[src/rtl/cmd_sched.sv]
// cmd_sched: queues command/data pairs and issues them one at a time to the UART master,
// classifies each response (accept / negative / timeout) and retries failures up to MAX_RETRY times.
// Latency: a push into an empty idle queue gives snd_cmd two cycles later; one frame outstanding at a time.
module cmd_sched #(
  parameter int         DEPTH       = 4,
  parameter int         TIMEOUT_CYC = 4000000,
  parameter int         MAX_RETRY   = 2,
  parameter logic [7:0] POS_ACK     = 8'hA5
) (
  input  logic                     clk,
  input  logic                     rst,
  input  logic                     push,
  input  logic [7:0]               push_cmd,
  input  logic [15:0]              push_data,
  input  logic                     flush,
  output logic                     full,
  output logic [$clog2(DEPTH):0]   count,
  output logic                     busy,
  output logic [7:0]               cmd,
  output logic [15:0]              data,
  output logic                     snd_cmd,
  input  logic                     resp_rdy,
  input  logic [7:0]               resp,
  output logic                     clr_resp_rdy,
  output logic                     done,
  output logic                     err,
  output logic [7:0]               done_cmd,
  output logic [7:0]               done_resp
);

  localparam int AW = $clog2(DEPTH);
  localparam int CW = AW + 1;
  localparam int TW = $clog2(TIMEOUT_CYC) + 1;
  localparam int RW = $clog2(MAX_RETRY + 1) + 1;

  localparam logic [7:0]    REQ_BATT = 8'h01;
  localparam logic [TW-1:0] TLAST    = TW'(TIMEOUT_CYC - 1);
  localparam logic [TW-1:0] TMAX     = {TW{1'b1}};
  localparam logic [RW-1:0] RLIMIT   = RW'(MAX_RETRY);
  localparam logic [CW-1:0] CDEPTH   = CW'(DEPTH);

  typedef enum logic [2:0] {
    IDLE,
    ISSUE,
    WAIT,
    CLR,
    RETIRE
  } state_t;

  state_t        state, state_nxt;

  // queue storage and bookkeeping
  logic [7:0]    q_cmd  [DEPTH];
  logic [15:0]   q_data [DEPTH];
  logic [AW-1:0] rd_ptr, wr_ptr;

  logic [TW-1:0] timer;
  logic [RW-1:0] retry;
  logic          pass_q;

  // decisions produced by the FSM for the register processes
  logic          load_cmd;
  logic          retry_inc;
  logic          fin;
  logic          fin_pass;
  logic [7:0]    fin_resp;

  logic          pop;
  logic          push_ok;
  logic          resp_pass;

  assign busy         = (state != IDLE);
  assign full         = (count == CDEPTH);
  assign snd_cmd      = (state == ISSUE);
  assign clr_resp_rdy = (state == CLR);
  assign done         = (state == RETIRE) && pass_q;
  assign err          = (state == RETIRE) && !pass_q;

  // The head entry is only removed when it retires, so every retry re-sends the same pair.
  assign pop       = (state == RETIRE);
  assign push_ok   = push && !full && !flush;
  assign resp_pass = (cmd == REQ_BATT) || (resp == POS_ACK);

  // State register.
  always_ff @(posedge clk or posedge rst) begin
    if (rst) begin
      state <= IDLE;
    end else begin
      state <= state_nxt;
    end
  end

  // Next-state logic plus the load/retry/finish strobes consumed by the datapath.
  always_comb begin
    state_nxt = state;
    load_cmd  = 1'b0;
    retry_inc = 1'b0;
    fin       = 1'b0;
    fin_pass  = 1'b0;
    fin_resp  = 8'h00;
    case (state)
      IDLE: begin
        // a flush in the same cycle empties the queue, so do not start on a stale head
        if ((count != '0) && !flush) begin
          state_nxt = ISSUE;
          load_cmd  = 1'b1;
        end
      end
      ISSUE: begin
        state_nxt = WAIT;
      end
      WAIT: begin
        // a response arriving in the last allowed cycle still wins over the timeout
        if (resp_rdy) begin
          state_nxt = CLR;
        end else if (timer == TLAST) begin
          if (retry < RLIMIT) begin
            state_nxt = ISSUE;
            retry_inc = 1'b1;
          end else begin
            state_nxt = RETIRE;
            fin       = 1'b1;
            fin_pass  = 1'b0;
            fin_resp  = 8'h00;
          end
        end
      end
      CLR: begin
        if (resp_pass) begin
          state_nxt = RETIRE;
          fin       = 1'b1;
          fin_pass  = 1'b1;
          fin_resp  = resp;
        end else if (retry < RLIMIT) begin
          state_nxt = ISSUE;
          retry_inc = 1'b1;
        end else begin
          state_nxt = RETIRE;
          fin       = 1'b1;
          fin_pass  = 1'b0;
          fin_resp  = resp;
        end
      end
      RETIRE: begin
        state_nxt = IDLE;
      end
      default: begin
        state_nxt = IDLE;
      end
    endcase
  end

  // Queue pointers and occupancy; flush keeps only the in-flight head.
  always_ff @(posedge clk or posedge rst) begin
    if (rst) begin
      rd_ptr <= '0;
      wr_ptr <= '0;
      count  <= '0;
    end else if (flush) begin
      // a retiring head is popped even when flushed, leaving the queue empty
      rd_ptr <= pop ? rd_ptr + AW'(1) : rd_ptr;
      wr_ptr <= busy ? rd_ptr + AW'(1) : rd_ptr;
      count  <= (busy && !pop) ? CW'(1) : '0;
    end else begin
      if (push_ok) begin
        wr_ptr <= wr_ptr + AW'(1);
      end
      if (pop) begin
        rd_ptr <= rd_ptr + AW'(1);
      end
      count <= count + CW'(push_ok) - CW'(pop);
    end
  end

  // Queue storage write port; contents need no reset since occupancy gates every read.
  always_ff @(posedge clk) begin
    if (push_ok) begin
      q_cmd[wr_ptr]  <= push_cmd;
      q_data[wr_ptr] <= push_data;
    end
  end

  // Response timer: zero outside WAIT, counts up while waiting and saturates instead of wrapping.
  always_ff @(posedge clk or posedge rst) begin
    if (rst) begin
      timer <= '0;
    end else if ((state == WAIT) && (state_nxt == WAIT)) begin
      if (timer != TMAX) begin
        timer <= timer + TW'(1);
      end
    end else begin
      timer <= '0;
    end
  end

  // Retry counter: bumped on each failed attempt, cleared when the entry retires.
  always_ff @(posedge clk or posedge rst) begin
    if (rst) begin
      retry <= '0;
    end else if (state == RETIRE) begin
      retry <= '0;
    end else if (retry_inc) begin
      retry <= retry + RW'(1);
    end
  end

  // Outgoing command is latched as the entry starts so it is valid alongside snd_cmd.
  always_ff @(posedge clk or posedge rst) begin
    if (rst) begin
      cmd  <= 8'h00;
      data <= 16'h0000;
    end else if (load_cmd) begin
      cmd  <= q_cmd[rd_ptr];
      data <= q_data[rd_ptr];
    end
  end

  // Completion record, loaded on entry to RETIRE so it is valid with the done/err pulse.
  always_ff @(posedge clk or posedge rst) begin
    if (rst) begin
      pass_q    <= 1'b0;
      done_cmd  <= 8'h00;
      done_resp <= 8'h00;
    end else if (fin) begin
      pass_q    <= fin_pass;
      done_cmd  <= cmd;
      done_resp <= fin_resp;
    end
  end

endmodule

[config.mk]
export PLATFORM = sky130hd
export DESIGN_NAME = cmd_sched
export DESIGN_NICKNAME = d
export VERILOG_FILES = /design/src/rtl/cmd_sched.sv
export SDC_FILE = /design/constraint.sdc
export NUM_CORES = 1
export LEC_CHECK = 0
export ABC_AREA = 1
export BUFFER_PORTS_ARGS = -buffer_cell sky130_fd_sc_hd__buf_2
export CORE_MARGIN = 2
export CORE_UTILIZATION = 53
export CTS_CLUSTER_DIAMETER = 100
export DETAILED_ROUTE_END_ITERATION = 16
export HOLD_SLACK_MARGIN = 0.1
export PLACE_DENSITY = 0.75
export SETUP_SLACK_MARGIN = 0.15
export SLEW_MARGIN = 20
export SYNTH_ARGS = -nofsm -noshare
export SYNTH_HDL_FRONTEND = slang
export SYNTH_SLANG_ARGS = --single-unit
[constraint.sdc]
create_clock -name clk -period 2.4 [get_ports clk]
set_clock_uncertainty 0.1 [all_clocks]
set_input_delay 0.24 -clock clk [delete_from_list [all_inputs] [get_ports clk]]
set_output_delay 0.24 -clock clk [all_outputs]
set_load 0.02 [all_outputs]
# After elaboration in Yosys (flattened, before gate mapping)
# Memories as Yosys holds them, arrays and structs flattened. A register that Yosys moved wholly into a read port is not among the register bits.
# Index checks and enable logic that the tools add are counted.
dict set report op_classes {
  n_addsub 6
  mul 0
  div 0
  magnitude_cmp 1
  eq_ne 11
  shift 0
  muxes 34
  n_bitwise 0
  reduce_logical 17
}
# operator count
set op_table {}
lappend op_table {{$mux 23} 2}
lappend op_table {{$mux 3} 8}
lappend op_table {{$mux 8} 3}
lappend op_table {{$add 23x1->23 const B} 1}
lappend op_table {{$eq 23x22->1 const B} 1}
lappend op_table {{$ne 23x23->1 const B} 1}
lappend op_table {{$mux 1} 15}
lappend op_table {{$pmux 3 s4} 1}
lappend op_table {{$eq 3x2->1 const B} 3}
lappend op_table {{$eq 8x1->1 const B} 1}
lappend op_table {{$eq 8x8->1 const B} 1}
lappend op_table {{$logic_and 1x1->1} 7}
lappend op_table {{$eq 3x3->1 const B} 2}
lappend op_table {{$mux 2} 3}
lappend op_table {{$reduce_bool 3->1} 2}
lappend op_table {{$add 2x1->2 const B} 2}
lappend op_table {{$logic_not 1->1} 4}
lappend op_table {{$pmux 1 s2} 2}
lappend op_table {{$reduce_bool 2->1} 2}
lappend op_table {{$add 3x1->3} 1}
lappend op_table {{$add 3x1->3 const B} 1}
lappend op_table {{$eq 3x1->1 const B} 1}
lappend op_table {{$logic_not 3->1} 1}
lappend op_table {{$lt 3x2->1 const B} 1}
lappend op_table {{other kinds (3)} 3}
dict set report word_totals {
  reg_bits 53
  latchBits 0
  mem_bits_rw 96
  mem_bits_ro 0
  input_bits 37
  out_inout_bits 49
  mem_count 2
}
# memory words width read_ports rd_ports_with_merged_regs write_ports line
set memory_table {}
lappend memory_table {q_data 4 16 1 1 1 54} ;# logic [15:0] q_data [DEPTH];
lappend memory_table {q_cmd 4 8 1 1 1 53} ;# logic [7:0] q_cmd [DEPTH];

# Logic depth before layout (Yosys ltp)
# Gate-level depths: netlist of run 1.
dict set report logic_depth {
  ltp_word 8
  depth_mapped 12
}

# Worst setup path before layout of run 1
# OpenSTA, ideal clock, no wires.
dict set report synth_timing {
  path_type {reg2reg}
  startpoint {register count[1]}
  endpoint {memory q_cmd[1][0], enable pin}
  t_arrival_ps 2018
  t_required_ps 1895
  setup_slack_ps -123
  path_stages_with_launch 5
  n_path_buf 0
  synth_period_minus_slack_ps 2523
  cell_sequence {dfrtp_1 nor3_1 nor2_1 nand2_1 nor2_1}
}
dict set report synth_between {
  elab_chain_len 6
}
# item line
set synth_lines {}
lappend synth_lines {{start, declared} 17} ;# output logic [$clog2(DEPTH):0] count,
lappend synth_lines {{start signal, assigned} 163} ;# count <= (busy && !pop) ? CW'(1) : '0;
lappend synth_lines {{start signal, assigned} 171} ;# count <= count + CW'(push_ok) - CW'(pop);
lappend synth_lines {{$eq 3x3->1} 73} ;# assign full = (count == CDEPTH);
lappend synth_lines {{via full} 16} ;# output logic full,
lappend synth_lines {{$logic_not 1->1} 81} ;# assign push_ok = push && !full && !flush;
lappend synth_lines {{$logic_and 1x1->1 (2 in a row)} 81}
lappend synth_lines {{$mux 1} 177} ;# if (push_ok) begin
lappend synth_lines {{$mux 1 (not written as such)} 178} ;# q_cmd[wr_ptr] <= push_cmd;
lappend synth_lines {{end, declared} 53}
# The timed path passes the listed nets, and every way through them passes these cells.

# Worst setup path after layout of run 1
dict set report layout_timing {
  startpoint {register state[0]}
  endpoint {output port done}
}
dict set report layout_between {
  elab_chain_len 2
}
# item line
set layout_lines {}
lappend layout_lines {{start, declared} 50} ;# state_t state, state_nxt;
lappend layout_lines {{start signal, assigned} 89} ;# state <= state_nxt;
lappend layout_lines {{$eq 3x3->1} 76} ;# assign done = (state == RETIRE) && pass_q;
lappend layout_lines {{$logic_and 1x1->1} 76}
lappend layout_lines {{end, declared} 25} ;# output logic done,
# No other way between the ends.

==> metrics, run 1 <==
dpl hpwl=11100 um; Post-Syn Nets=795; die width=124 um; drt wl/cell=16.0 um; crit end category=output port; DR pass1 iterations=8; DIE AREA=0.0153 mm^2; Cells after Synth=749; Max Cap Viol=0; Std-Cell Rows=43; post-synthesis mux area share=0%; GPL Wtd Cong=0.933; maximum VDD drop=636 uV; final-report max-slew violation count=0; fill cell count=1063; CTS tree=done; Worst-Margin Slew=650 ps; Detail Route Antenna Nets=0; Post-Synth XOR/XNOR Area=1.04%; Worst-Skew Late Latency=440 ps; final setup fails=0; Synth Warn #=0; dpl cells=1005; slew margin rel.=56.6%; fmax=477 MHz; CTS buffer count=17; Synth area leader=edfxtp_1; Post-synth EDFFs=96; synthesis-to-finish area growth=21.7%; vias per cell=5.34; WHS Path Cells=5; ys async rst share=44.5%; Simple-Gate Fraction of Synth Area=20.7%; Synth top area share=38.1%; post-synthesis sequential area ratio=63.5%; final worst path period need=2090 ps; critical path required time=2060 ps; clock buffer depth=2; layout cell share with drive strength beyond 1=20.2%; vias in the first global route=5628; initial DRC count=453; count of final hold-check violations=0; layout net count=924; Starting Density=54.3%; library cells used by synthesis=35; Primary FF master, synth=edfxtp_1; Pleak=3.94 nW; antenna violations before repair=0; drt drc=0; syn avg cell area=10.1 um^2; Multi-input gate area=0.00240 mm^2; adder-cell share of the synthesized area=1.59%; register area=0.00481 mm^2; first-pass GRT wire length=27400 um; count leader, synth=nand2_1; RSZ-0062 raised after global routing=no; Synth Area in Compound Gates=8.06%; worst hold path type=primary input to flop; gr usage total=24.0%; Final Non-Filler Cells=1071; startpoint types=flop; CTS Sinks=173; data arrival time of the worst path=1750 ps; root buffer cell=clkbuf_16; final worst path period share=87.3%; Reg2Reg Depth=10; I/O Buffers=85; core box area=0.0139 mm^2; number of diodes=0; worst-path fanout max=5; main combinational cell family by area after synthesis=simple AND/OR/NAND/NOR gates; num ports=86; PwrDens=1080 mW/mm^2; fin area=0.00922 mm^2; H-tree levels=4; Synth Register Bits=173; largest net degree at the start of global routing=61; top cells by area, synth=edfxtp_1 38%, dfrtp_1 25%, nand2_1 7.6%; gr ovfl total=0; Cell Area, Synth=0.00757 mm^2; clk slew on worst S/H paths=70 ps; Crit Path Class=flop to output port; routed wire length=17100 um; Post-synth top cells=153 x nand2_1, 123 x nor2_1, 96 x edfxtp_1; status=finished clean; DR vias=5717; DP Area=0.00825 mm^2; height of the die=124 um
## area by class of cell
cell class | count | area share, %
inverters | 68 | 2.81
clock inverters | 14 | 2.09
clock buffers | 18 | 4.66
flip-flops and latches | 173 | 52.2
well taps | 180 | 2.44
multi-input cells | 484 | 26.0
repair buffers | 134 | 9.80
## logic make-up (layout without fill, tap and decap cells)
kind of cell,after synthesis,count (layout)
simple gates,355,355
buf+inv,92,234
xor+xnor,9,9
fa+ha+maj,9,9
flops,173,173
compound gates,111,111
## registers in the layout, summed over array words and instances (netlist names)
signal     count
count          3
cmd            8
done_cmd       8
timer         23
done_resp      8
rd_ptr         2
pass_q         1
state          3
retry          3
q_cmd         32
data          16
wr_ptr         2
q_data        64
## where the power goes
part | internal, W | total [W] | switching, W
Sequential | 0.00375 | 0.00409 | 0.000339
Clock | 0.00160 | 0.00286 | 0.00126
Combinational | 0.000973 | 0.00304 | 0.00207
Total | 0.00633 | 0.0100 | 0.00367
## critical path: stages, from the launching register on
cell	delay (ps)
dfrtp_1	430
nor2_2	170
inv_2	60
nor2_2	120
buf_4	170
inv_1	90
nor2_1	100
buf_2	170
## per-layer routing
layer  track usage [%]  up-vias  part of all wire, %
met2              39.3      188                   48
met4              8.66        0                  1.9
li1                  -     2756                    -
met1              31.5     2738                   44
met3              5.54       35                  5.7
met5                 0        -                    0
## worst paths after layout
kind	endpoint	from	slack [ps]
min in group asynchronous	data[8]	rst	260
min reg2reg	data[9]	data[9]	380
max reg2reg	count[2]	count[2]	320
min	timer[19]	resp_rdy	180
max in group asynchronous	timer[22]	rst	1280
max	done	state[0]	310
## timing repair
action / in CTS / in global routing
setup buffers: 0 / 0
hold buffers: 34 / 0
hold endpoints to repair: 123 / 0
resized for setup: 0 / 2
endpoints found under the setup margin: 0 / 2
## stage by stage
step	hold WS, ps	setup WS (ps)	util [%]	TNS [ps]	power, W
final	185	305	66.1	0	0.0100
after floorplan	205	-68.0	-	-6530	0.00610
after global routing	199	166	66.1	0	0.0106
after global placement	172	418	59.2	0	0.00698
after CTS	168	198	66.1	0	0.0100
after detailed placement	182	326	59.2	0	0.00712
## placed cells by master (no fill, tap or decap), types with 8 or more instances in the layout
cell	synthesis	routed
buf_4	0	13
a21oi_1	10	10
clkbuf_16	0	17
edfxtp_1	96	96
buf_2	7	85
xor2_1	8	8
nand4_1	9	9
nand3_1	32	32
inv_2	8	8
nor2_1	123	117
dfrtp_1	77	77
o21ai_0	66	66
nor2_2	10	16
inv_1	60	59
ha_1	8	8
dlygate4sd3_1	0	34
o22ai_1	25	25
nand2_1	153	153
Power figures use the tool's default switching activity.
==> run 2: changes to the inputs <==
--- a/constraint.sdc
+++ b/constraint.sdc
@@ -4,2 +4,2 @@
 set_output_delay 0.24 -clock clk [all_outputs]
-set_load 0.02 [all_outputs]
+set_load 0.1 [all_outputs]
==> metrics, run 2 (synthesized netlist as in run 1, its figures left out) <==
Comb power frac=44.4%; worst hold path type=primary input to flop; die width=124 um; status=finished clean; initial DRC count=493; Largest register FFs=64; commonest cells after routing, fill and taps aside=152 x nand2_1, 113 x nor2_1, 96 x edfxtp_1; Final Non-Filler Cells=1072; WHS Path Cells=6; largest net degree at the start of global routing=60; synthesis-to-finish area growth=22.1%; final worst path period need=2150 ps; PwrDens=1310 mW/mm^2; H-tree levels=4; sequential power share=33.8%; gr ovfl total=0; fmax=464 MHz; RSZ-0062 raised after global routing=no; Net Switching=0.00589 W; DP Area=0.00832 mm^2; slowest stage cell on the critical path=dfrtp_1; part of the power in the clock network=21.8%; maximum VDD drop=967 uV; final-report max-slew violation count=0; Starting Density=54.3%; height of the die=124 um; dpl hpwl=11600 um; layout cell share with drive strength beyond 1=21.6%; root buffer cell=clkbuf_16; most common cell after layout, fill and taps aside=nand2_1; CP most frequent cell=nor2_2; Reg2Reg Depth=10; core box area=0.0139 mm^2; crit end category=output port; setup bufs post-CTS=0; DR pass1 iterations=6; Crit Path Class=flop to output port; Std-Cell Rows=43; dpl cells=1006; fin area=0.00925 mm^2; clk slew on worst S/H paths=60 ps; final setup fails=0; startpoint types=flop; worst-path fanout max=5; sw frac=48.6%; Post-Place Setup Slack=322 ps; drt drc=0; drt wl/cell=16.8 um; first-pass GRT wire length=28700 um; vias per cell=5.41; slew margin rel.=64.2%; CTS buffer count=17; number of diodes=0; biggest regs=q_data: 64 flops, q_cmd: 32 flops, timer: 23 flops; DIE AREA=0.0153 mm^2; data arrival time of the worst path=1810 ps; clock buffer depth=2; critical path, cell by cell=nor2_2 -> inv_2 -> nor2_4 -> buf_4 -> inv_1 -> nor2_2 -> buf_12; critical path's largest stage delay=440 ps; Detail Route Antenna Nets=0; num ports=86; number of cells on the critical path=7; gr usage total=25.0%; I/O Buffers=85; count of final hold-check violations=0; antenna violations before repair=0; Crit path max-delay family=buffers and inverters; Worst-Skew Late Latency=420 ps; Worst-Margin Slew=537 ps; Pleak=3.91 nW; CTS tree=done; CTS Sinks=173; Buf+Inv Stages, Crit Path=4; vias in the first global route=5916; internal power=0.00624 W; layout net count=925; GPL Wtd Cong=0.915; final worst path period share=89.8%; routed wire length=18000 um; DR vias=5799; final worst setup slack=246 ps; Max Cap Viol=0; Top reg by flops=q_data; critical path required time=2060 ps
## run 2: cell count changes in the layout (fill, tap and decap cells not counted), sizes merged
cell | previous run | this run
inv | 76 | 70
clkbuf | 18 | 22
clkinv | 3 | 5
clkinvlp | 1 | 3
bufinv | 2 | 1
## run 2: cell type report
class | instances | area, um^2
inverter | 68 | 259
fill | 1052 | 4690
clock inverter | 11 | 109
multi-input combinational | 484 | 2450
sequential | 173 | 4810
tap | 180 | 225
timing repair buffer | 135 | 931
clock buffer | 21 | 460
## run 2: metrics by stage
stage | hold WS [ps] | setup TNS (ps) | utilization [%] | total power (W)
final | 174 | 0 | 66.4 | 0.0121
after detailed placement | 181 | 0 | 59.7 | 0.00946
after CTS | 160 | 0 | 66.3 | 0.0121
after global placement | 175 | 0 | 59.7 | 0.00932
after global routing | 217 | 0 | 66.4 | 0.0127
after floorplan | 197 | -8560 | - | 0.00840
## run 2: power by group through the flow
stage	Combinational [W]	Clock, W	Sequential, W
5_1_grt	0.00572	0.00280	0.00416
4_1_cts	0.00538	0.00266	0.00410
6_report	0.00539	0.00264	0.00410
3_5_place_dp	0.00531	0	0.00415
2_1_floorplan	0.00179	0	0.00661
3_3_place_gp	0.00521	0	0.00411
## run 2: final timing paths
check	startpoint	to	slack [ps]
max	state[1]	done	250
min in group asynchronous	rst	timer[2]	280
max in group asynchronous	rst	cmd[1]	1260
max reg2reg	count[2]	count[1]	320
min reg2reg	data[14]	data[14]	380
min	resp_rdy	retry[1]	170
## run 2: routing by layer
layer / vias to the layer above / wire length, um / track usage, %
li1: 2759 / - / -
met1: 2792 / 7500 / 31.9
met5: - / 0 / 0
met4: 0 / 265 / 10.3
met3: 22 / 1130 / 4.89
met2: 226 / 9100 / 42.0
## run 2: worst min-delay path, delay by kind of cell
family,cells,cell delay (ps)
buf+inv,2,180
simple gates,3,150
compound gates,1,80
## run 2: timing repair
action | CTS | global route
resized for setup | 1 | 3
pin swaps | 0 | 1
endpoints found under the hold margin | 125 | 0
endpoints found under the setup margin | 2 | 2
gates cloned | 0 | 0
hold buffers | 34 | 0
==> run 3: changes to the inputs <==
- GPL_TIMING_DRIVEN: not set -> 0
- RECOVER_POWER: not set -> 100
- clock period: 2.4 -> 1.8 ns (I/O delays scaled with it)
==> metrics, run 3 (synthesized netlist as in run 1, its figures left out) <==
status=complete, but fails checks; failing checks=negative hold slack, negative setup slack; crit end category=output port; clock buffer depth=2; critical path's largest stage delay=440 ps; RR Startpoint=count[2]; clk slew on worst S/H paths=70 ps; Top reg by flops=q_data; hold bufs inserted after CTS=33; vias in the first global route=6709; final-report max-slew violation count=0; final worst path period share=112%; RSZ-0062 raised after global routing=yes; DIE AREA=0.0153 mm^2; Std-Cell Rows=43; antenna violations before repair=0; critical path, cell by cell=nor2_4 -> inv_4 -> nor2_4 -> inv_2 -> nor2_4 -> buf_12; core box area=0.0139 mm^2; final worst path period need=2010 ps; CTS buffer count=17; num ports=86; critical path required time=1520 ps; slew margin rel.=24.7%; startpoint types=flop; part of the power in the clock network=19.4%; Design Power=0.0180 W; CTS Sinks=173; Comb power frac=49.5%; DR vias=6784; root buffer cell=clkbuf_16; Starting Density=54.3%; Largest register FFs=64; count of final hold-check violations=2; DR pass1 iterations=6; WHS Path Cells=2; worst reg2reg endpoint=count[1]; Reg2Reg Depth=10; number of diodes=0; worst-path fanout max=3; FF-to-FF setup slack=-210 ps; drt wl/cell=20.1 um; routed wire length=23600 um; DP Area=0.00848 mm^2; layout net count=1028; Crit Path Class=flop to output port; crit path from=state[1]; PwrDens=1670 mW/mm^2; Post-Place Setup Slack=-392 ps; synthesis-to-finish area growth=42.1%; commonest cells after routing, fill and taps aside=137 x nand2_1, 98 x nor2_1, 96 x edfxtp_1; WHS=-129 ps; GPL Wtd Cong=0.859; Worst-Margin Slew=1120 ps; final setup fails=40; gr ovfl total=0; vias per cell=5.77; fin area=0.0108 mm^2; H-tree levels=4; Detail Route Antenna Nets=0; layout cell share with drive strength beyond 1=36.1%; worst hold path type=primary input to flop; Worst-Skew Late Latency=440 ps; Max Cap Viol=0; CTS tree=done; maximum VDD drop=1340 uV; crit path to=done; Net Switching=0.00883 W; I/O Buffers=85; die width=124 um; fmax=496 MHz; gr usage total=30.2%; internal power=0.00913 W; dpl hpwl=12000 um; drt drc=0; height of the die=124 um; Pleak=4.46 nW; sw frac=49.2%; largest net degree at the start of global routing=30; first-pass GRT wire length=33900 um; slowest stage cell on the critical path=dfrtp_1; final worst setup slack=-214 ps; most common cell after layout, fill and taps aside=nand2_1; biggest regs=q_data: 64 flops, q_cmd: 32 flops, timer: 23 flops; initial DRC count=813; CP most frequent cell=nor2_4; sequential power share=31.1%; data arrival time of the worst path=1730 ps
-- run 3: layout make-up --
cell class | instances | area, um^2
Buffer | 23 | 196
Clock buffer | 20 | 447
Fill cell | 769 | 3180
Timing Repair Buffer | 211 | 1770
Clock inverter | 12 | 110
Sequential cell | 173 | 4830
Multi-Input combinational cell | 488 | 2900
Inverter | 68 | 274
Tap cell | 180 | 225
-- run 3: how the worst min path moves through the flow --
stage	slack (ps)	from	end
floorplan	140	flush	count[2]
global placement	290	push_data[2]	q_data[0][2]
detailed placement	160	rst	done_resp[6]
CTS	-150	flush	count[1]
global route	-130	flush	count[1]
finish	-130	flush	count[1]
-- run 3: what timing repair did --
item                                    4_1_cts  5_1_grt
pin swaps                                    62       22
hold endpoints to repair                    156        4
gates cloned                                  7        0
endpoints found under the setup margin      175      176
setup buffers                                71       17
gates resized for setup                     134       46
-- run 3: layer usage --
metal / GRT usage, % / vias to the layer above / routed length (um)
met5: 0 / - / 0
met4: 13.0 / 0 / 956
met3: 6.64 / 100 / 2100
met2: 51.9 / 457 / 11800
met1: 36.7 / 3252 / 8700
li1: - / 2975 / -
-- run 3: power by group through the flow --
| stage | combinational [W] | clock (W) | sequential, W |
|---|---|---|---|
| 6_report | 0.00889 | 0.00349 | 0.00558 |
| 5_1_grt | 0.00931 | 0.00364 | 0.00565 |
| 3_3_place_gp | 0.00720 | 0 | 0.00554 |
| 2_1_floorplan | 0.00253 | 0 | 0.00887 |
| 4_1_cts | 0.00851 | 0.00348 | 0.00551 |
| 3_5_place_dp | 0.00736 | 0 | 0.00559 |
-- run 3: critical path, delay by kind of cell (launching register included) --
family	cells	cell delay, ps
simple gates	3	480
buf+inv	3	370
flops	1	440
-- run 3: per-stage QoR --
| step | hold WS (ps) | TNS (ps) | instances | util [%] |
|---|---|---|---|---|
| after detailed placement | 163 | -41090 | 1016 | 60.9 |
| final | -129 | -4030 | 1175 | 77.2 |
| after CTS | -146 | -879 | 1158 | 75.7 |
| after global routing | -133 | -13630 | 1175 | 77.2 |
| after global placement | 288 | -72260 | 1014 | 60.4 |
| after floorplan | 137 | -73680 | 749 | - |
